`config.mk`:
```
export PLATFORM = sky130hd
export DESIGN_NAME = twos_to_sign_mag
export DESIGN_NICKNAME = d
export VERILOG_FILES = /design/src/rtl/twos_to_sign_mag.sv
export SDC_FILE = /design/constraint.sdc
export NUM_CORES = 1
export LEC_CHECK = 0
export ABC_AREA = 1
export CAP_MARGIN = 25
export CORE_ASPECT_RATIO = 0.5
export CORE_MARGIN = 3
export CORE_UTILIZATION = 45
export DETAILED_ROUTE_END_ITERATION = 8
export PLACE_DENSITY = 0.75
export SYNTH_ARGS = -nofsm -noshare
export SYNTH_HDL_FRONTEND = slang
export SYNTH_SLANG_ARGS = --single-unit
```
`constraint.sdc`:
```
create_clock -name clk -period 3 [get_ports clk]
set_clock_uncertainty 0.2 [all_clocks]
set_input_delay 0.6 -clock clk [delete_from_list [all_inputs] [get_ports clk]]
set_output_delay 0.6 -clock clk [all_outputs]
set_load 0.01 [all_outputs]
```
`src/rtl/twos_to_sign_mag.sv`:
```
// Sequential two's-complement to sign/magnitude converter, CHUNK bits per clock.
// Optional saturation of the most negative input: define TWOS_SM_SATURATE_EN.
module twos_to_sign_mag #(
  parameter int N     = 32,
  parameter int CHUNK = 8
) (
  input  logic         clk,
  input  logic         rst,
  input  logic         in_valid,
  input  logic [N-1:0] in_data,
  output logic         in_ready,
  output logic         out_valid,
  input  logic         out_ready,
  output logic         out_sign,
  output logic [N-1:0] out_mag,
  output logic         out_ovf
);

  localparam int SLICES = N / CHUNK;
  localparam int IW     = (SLICES > 1) ? $clog2(SLICES) : 1;

`ifdef TWOS_SM_SATURATE_EN
  localparam logic [N-1:0] MIN_NEG = {1'b1, {(N-1){1'b0}}};
  localparam logic [N-1:0] MAX_POS = {1'b0, {(N-1){1'b1}}};
`endif

  typedef enum logic [1:0] {
    IDLE    = 2'd0,
    CONVERT = 2'd1,
    DONE    = 2'd2
  } state_t;

  state_t         state_r;
  state_t         state_s;
  logic [IW-1:0]  idx_r;
  logic           carry_r;
  logic [N-1:0]   data_r;
  logic           sign_r;
  logic [N-1:0]   mag_r;
  logic           ovf_r;
  logic           in_ready_r;
  logic           out_valid_r;

  int             base_s;
  logic [CHUNK:0] slice_sum_s;
  logic [N-1:0]   mag_next_s;
  logic           last_slice_s;

  // Conditional-negate adder for the current slice and the merged magnitude word
  always_comb begin
    base_s       = int'(idx_r) * CHUNK;
    slice_sum_s  = {1'b0, data_r[base_s +: CHUNK] ^ {CHUNK{sign_r}}}
                 + {{CHUNK{1'b0}}, carry_r};
    mag_next_s   = mag_r;
    mag_next_s[base_s +: CHUNK] = slice_sum_s[CHUNK-1:0];
    last_slice_s = (idx_r == IW'(SLICES - 1));
  end

  // Next-state logic
  always_comb begin
    state_s = state_r;
    case (state_r)
      IDLE:    if (in_valid)     state_s = CONVERT; else state_s = IDLE;
      CONVERT: if (last_slice_s) state_s = DONE;    else state_s = CONVERT;
      DONE:    if (out_ready)    state_s = IDLE;    else state_s = DONE;
      default: state_s = IDLE;
    endcase
  end

  // State register with handshake flags registered from the next state
  always_ff @(posedge clk) begin
    if (rst) begin
      state_r     <= IDLE;
      in_ready_r  <= 1'b1;
      out_valid_r <= 1'b0;
    end else begin
      state_r     <= state_s;
      in_ready_r  <= (state_s == IDLE);
      out_valid_r <= (state_s == DONE);
    end
  end

  // Capture, per-slice accumulation, and optional saturation on the last slice
  always_ff @(posedge clk) begin
    if (rst) begin
      idx_r   <= {IW{1'b0}};
      carry_r <= 1'b0;
      data_r  <= {N{1'b0}};
      sign_r  <= 1'b0;
      mag_r   <= {N{1'b0}};
      ovf_r   <= 1'b0;
    end else begin
      case (state_r)
        IDLE: begin
          if (in_valid) begin
            data_r  <= in_data;
            sign_r  <= in_data[N-1];
            carry_r <= in_data[N-1];
            idx_r   <= {IW{1'b0}};
            mag_r   <= {N{1'b0}};
            ovf_r   <= 1'b0;
          end
        end
        CONVERT: begin
          carry_r <= slice_sum_s[CHUNK];
          idx_r   <= idx_r + IW'(1);
`ifdef TWOS_SM_SATURATE_EN
          if (last_slice_s && (data_r == MIN_NEG)) begin
            mag_r <= MAX_POS;
            ovf_r <= 1'b1;
          end else begin
            mag_r <= mag_next_s;
          end
`else
          mag_r   <= mag_next_s;
`endif
        end
        default: begin
        end
      endcase
    end
  end

  assign in_ready  = in_ready_r;
  assign out_valid = out_valid_r;
  assign out_sign  = sign_r;
  assign out_mag   = mag_r;
  assign out_ovf   = ovf_r;

endmodule

```
== Word-level counts from Yosys, hierarchy flattened ==
Cells that the tools add are included.
Storage, ports and cells
  register bits after elaboration: 72
  latch bits: 0
  bits in writable memories: 0
  bits in read-only memories: 0
  input bits: 36
  output and inout bits: 36
  word-level logic and storage cells: 36
  memories kept: 0
Operators by class
  $add $sub $neg: 3
  multipliers: 0
  divide/modulo/power cells: 0
  $lt $le $gt $ge: 0
  equal/unequal tests: 5
  shifts and indexed selects: 3
  multiplexer cells: 11
  bitwise operators: 1
  reduce and logical (&&, ||, !) cells: 5
Operators with widths (number)
  32-bit case mux with 2 select lines: 1
  5-bit negator with 33-bit output: 1
  8-bit by 33-bit variable shift with 32-bit output (first input constant): 1
  8-bit by 33-bit variable part select with 32-bit output: 1
  32-bit bitwise mux: 1
  32-bit two-way mux: 1
  32-bit by 6-bit variable part select with 8-bit output: 1
  8-bit by 1-bit adder with 9-bit output: 1
  8-bit XOR: 1
  2-bit equality test (second input constant): 3
  2-bit two-way mux: 3
  2-bit case mux with 3 select lines: 1
  2-bit zero test: 2
  2-bit case mux with 2 select lines: 1
  2-bit AND reduction: 2
  2-bit by 1-bit adder with 2-bit output (second input constant): 1
  2-bit by 1-bit equality test with 1-bit output (second input constant): 1
  1-bit two-way mux: 2
  2-bit inequality test (second input constant): 1
  1-bit case mux with 2 select lines: 1
  2-bit nonzero test: 1

== Longest topological paths before layout ==
  depth in word-level cells: 6
  gate-level depth with buffers: 17

== Worst setup path before layout ==
Ideal clock, no wire load.
  path type: reg-to-reg
  start point: register idx_r[0]
  end point: register mag_r[14] (netlist: out_mag[14])
  library setup time: 0.128 ns
  arrival: 2.101 ns
  data required time: 2.672 ns
  slack: 0.572 ns
  stages on the path, launching flop included: 16
  path buffers: 3
  period minus slack after synthesis: 2.428 ns
  cell sequence: dfxtp_1 -> buf_6 -> buf_6 -> buf_2 -> nor2_1 -> o22ai_1 -> xor2_1 -> ha_1 -> ha_1 -> nand3_2 -> nor2_2 -> nand2_1 -> nand4_1 -> nor2_1 -> nor2_1 -> nor2_1
Between the ends
  cells in the longest elaborated chain, start to end: 6
  elaborated cells on any way between the ends: 8
Ends and longest elaborated chain
  from (decl): line 35  | logic [IW-1:0] idx_r;
  from (signal assigned): line 86  | idx_r <= {IW{1'b0}};
  from (signal assigned): line 99  | idx_r <= {IW{1'b0}};
  from (signal assigned): line 106  | idx_r <= idx_r + IW'(1);
  32-bit by 6-bit variable part select with 8-bit output: line 52  | slice_sum_s = {1'b0, data_r[base_s +: CHUNK] ^ {CHUNK{sign_r}}}
  8-bit XOR: line 52
  8-bit by 1-bit adder with 9-bit output: line 53  | + {{CHUNK{1'b0}}, carry_r};
  8-bit by 33-bit variable part select with 32-bit output: line 55  | mag_next_s[base_s +: CHUNK] = slice_sum_s[CHUNK-1:0];
  32-bit bitwise mux *: line 55
  32-bit case mux with 2 select lines *: line 93  | case (state_r)
  to (signal assigned): line 90  | mag_r <= {N{1'b0}};
  to (signal assigned): line 100  | mag_r <= {N{1'b0}};
  to (signal assigned): line 115  | mag_r <= mag_next_s;
  to (decl): line 39  | logic [N-1:0] mag_r;
Mark *: on every way between the ends. The rest lies on a longest branch, timed or not.
A chain may end at the register's enable or synchronous reset.

== Worst setup path in the final report ==
Same ends and word-level chain as after synthesis.

==> results.sh <==
export IMPL_drv_cap=0
export IMPL_maxSlewViolCount=0
export IMPL_grt_pass1_vias=2729
export IMPL_nets=571
export IMPL_coreArea_um2=6880
export IMPL_cell_internal_pwr_uw=1820
export IMPL_max_freq_mhz=391
export IMPL_fin_tns_setup_ns=0
export IMPL_whs_path_depth=2
export IMPL_cellLeakagePower_uw=0.00167
export IMPL_io_pins=72
export IMPL_cts_path_max_buffers=2
export IMPL_grt_pass1_wl_mm=13.4
export IMPL_layout_min_cycle_time_ns=2.56
export IMPL_worstSkewPairLatency_ns=0.33
export IMPL_critical_path_max_stage_delay_ns=0.39
export IMPL_antenna_found_initial=0
export IMPL_p_seq_frac=0.419
export IMPL_drtIter0Drc=182
export IMPL_ir_drop_v=0.000299
export IMPL_r2r_slack_ns=0.44
export IMPL_numCtsBuffers=9
export IMPL_dpl_cell_area_um2=4040
export IMPL_clkTransAtPathRegs_ns=0.05
export IMPL_syn_area_um2=3290
export IMPL_cp_start_kind="flip-flop"
export IMPL_post_cts_buffers=0
export IMPL_htreeDepth=3
export IMPL_reg2regPathDepth=13
export IMPL_cp_arrival_ns=2.56
export IMPL_first_pass_iters=4
export IMPL_wire_per_inst_um=12.8
export IMPL_postCtsHoldBufs=0
export IMPL_io_buffers=70
export IMPL_ys_ff_latch=71
export IMPL_synth_edff_count=0
export IMPL_ys_flop_type="dfxtp_1"
export IMPL_die_width_um=127
export IMPL_grt_use_total=0.201
export IMPL_ant_nets=0
export IMPL_r2r_start="idx_r[0]$_SDFFE_PP0P_"
export IMPL_die_area_um2=8430
export IMPL_rows=21
export IMPL_pre_cts_ws_ns=0.495
export IMPL_synth_warnings=0
export IMPL_min_period_over_period=0.852
export IMPL_cp_max_fo=14
export IMPL_gp_congestion=0.901
export IMPL_vias=3083
export IMPL_drive_gt1_frac=0.0979
export IMPL_syn_inst=462
export IMPL_cts_tree="built"
export IMPL_p_per_area_nw_per_um2=563
export IMPL_dp_hpwl_mm=5.81
export IMPL_hp_class="flip-flop to flip-flop"
export IMPL_n_antenna_cell=0
export IMPL_cp_end_kind="flip-flop"
export IMPL_synth_async_reset_ratio=0
export IMPL_fin_area_um2=4330
export IMPL_rsz0062_at_grt="no"
export IMPL_die_height_um=66.4
export IMPL_hold_end="out_mag[24]$_SDFFE_PP0P_"
export IMPL_nFillCells=666
export IMPL_power_uw=2440
export IMPL_cts_sinks=71
export IMPL_crit_type="flip-flop to flip-flop"
export IMPL_synth_nets=504
export IMPL_grt_max_degree=39
export IMPL_timing_hold_ws_ns=0.262
export IMPL_via_per_inst=4.95
export IMPL_yosys_cell_types_count=34
export IMPL_pwr_share_comb=0.158
export IMPL_synthToLayoutAreaGrowth_pct=31.7
export IMPL_gr_total_overflow=0
export IMPL_drc=0
export IMPL_cts_resized_gates=0
export IMPL_crit_chain="buf_4 -> o21ai_0 -> o22ai_1 -> xor2_1 -> ha_1 -> ha_1 -> nand3_2 -> nor2_2 -> nand2_1 -> nand4_1 -> nor2_1 -> nor2_1 -> nor2_1"
export IMPL_start_util=0.477
export IMPL_r2r_end="out_mag[14]$_SDFFE_PP0P_"
export IMPL_pwr_share_clk=0.423
export IMPL_timing_final_hold_violations=0
export IMPL_setup_viol_count_final=0
export IMPL_root_buffer="clkbuf_16"
export IMPL_max_slew_margin_rel=0.388
export IMPL_status="complete, no violations"
export IMPL_tightest_slew_ns=0.911
export IMPL_switchingPower_uw=621
export IMPL_swShare=0.255
export IMPL_wirelength_mm=8.00
export IMPL_slowest_stage="dfxtp_1"
export IMPL_path_common_cell="nor2_1"
export IMPL_required_ns=3.00
export IMPL_syn_avg_cell_area_um2=7.11
export IMPL_ys_seq_area_frac=0.432
export IMPL_layout_setup_ws_ns=0.444
export IMPL_worstHoldStart="out_mag[24]$_SDFFE_PP0P_"
==> worst max path at each step <==
stage / startpoint / to
2_1_floorplan: idx_r[0]$_SDFFE_PP0P_ / out_mag[14]$_SDFFE_PP0P_
5_1_grt: idx_r[0]$_SDFFE_PP0P_ / out_mag[20]$_SDFFE_PP0P_
3_5_place_dp: idx_r[0]$_SDFFE_PP0P_ / out_mag[14]$_SDFFE_PP0P_
6_report: idx_r[0]$_SDFFE_PP0P_ / out_mag[14]$_SDFFE_PP0P_
4_1_cts: idx_r[0]$_SDFFE_PP0P_ / out_mag[14]$_SDFFE_PP0P_
3_3_place_gp: in_valid / out_mag[2]$_SDFFE_PP0P_
==> cell families after synthesis <==
family	synth area share
xor+xnor	0.00762
buf+inv	0.0658
flops	0.432
fa+ha+maj	0.0228
other cells	0.00114
compound gates	0.119
simple gates	0.351
==> metal layers <==
metal,vias to the layer above,wire [µm],global-route usage
met5,-,0,0
met2,70,3410,0.289
met1,1373,4070,0.288
met3,7,460,0.0685
met4,0,51,0.0495
li1,1633,-,-
==> power by group through the flow <==
| stage | combinational, µW | clock [µW] | sequential (µW) |
|---|---|---|---|
| floorplan | 256 | 0 | 1040 |
| global placement | 376 | 0 | 1040 |
| detailed placement | 381 | 0 | 1040 |
| CTS | 384 | 1050 | 1020 |
| global route | 433 | 1100 | 1030 |
| finish | 385 | 1030 | 1020 |
==> area by class of cell <==
class,instances,area [µm²],share of cell area
Clock buffer,12,256,0.0592
Clock inverter,1,30.0,0.00694
Inverter,25,96.3,0.0223
Multi-Input combinational cell,344,1650,0.381
Sequential cell,71,1420,0.328
Tap cell,92,115,0.0266
Timing Repair Buffer,78,761,0.176
==> Yosys cell counts, types with 2 or more instances <==
| library cell | number | share of area |
|---|---|---|
| ha_1 | 6 | 0.023 |
| nand3_1 | 26 | 0.040 |
| o21ai_1 | 3 | 0.0046 |
| nand4_1 | 9 | 0.017 |
| buf_4 | 2 | 0.0046 |
| a21oi_1 | 35 | 0.053 |
| nor2_1 | 92 | 0.11 |
| nor2_2 | 5 | 0.0095 |
| nor3_1 | 2 | 0.0030 |
| buf_2 | 3 | 0.0046 |
| o21ai_0 | 36 | 0.055 |
| nand2_1 | 98 | 0.11 |
| dfxtp_1 | 71 | 0.43 |
| nand3_2 | 9 | 0.027 |
| buf_1 | 3 | 0.0034 |
| buf_6 | 2 | 0.0069 |
| nand2_2 | 12 | 0.023 |
| clkbuf_1 | 11 | 0.013 |
| inv_1 | 22 | 0.025 |
==> metrics by stage <==
| step | std cells | util |
|---|---|---|
| 6_report | 623 | 0.629 |
| 3_3_place_gp | 610 | 0.587 |
| 4_1_cts | 623 | 0.629 |
| 2_1_floorplan | 462 | - |
| 5_1_grt | 623 | 0.629 |
| 3_5_place_dp | 610 | 0.587 |
==> registers in the layout (all words and copies together) (netlist names) <==
name,count
data_r,32
idx_r,2
out_mag,32
out_valid,1
in_ready,1
carry_r,1
state_r,2
==> layout by cell type, fill, tap and decap left out, drive strengths merged <==
cell type,count
conb,1
inv,24
a21oi,35
dfxtp,71
nand3b,1
nand2,111
and2,1
o211ai,1
clkdlybuf4s50,70
nand3,35
o22ai,1
o21ai,39
clkinv,1
a31oi,1
nor3,2
buf,8
clkbuf,12
xor2,2
nor2,98
nand4,10
bufinv,1
ha,6
==> worst max-delay path: cells and delay by family (launching register included) <==
kind | cells | cell delay (ns)
compound gates | 2 | 0.29
xor+xnor | 1 | 0.17
fa+ha+maj | 2 | 0.39
buf+inv | 1 | 0.23
flops | 1 | 0.39
simple gates | 7 | 0.74
Power figures use the tool's default switching activity.
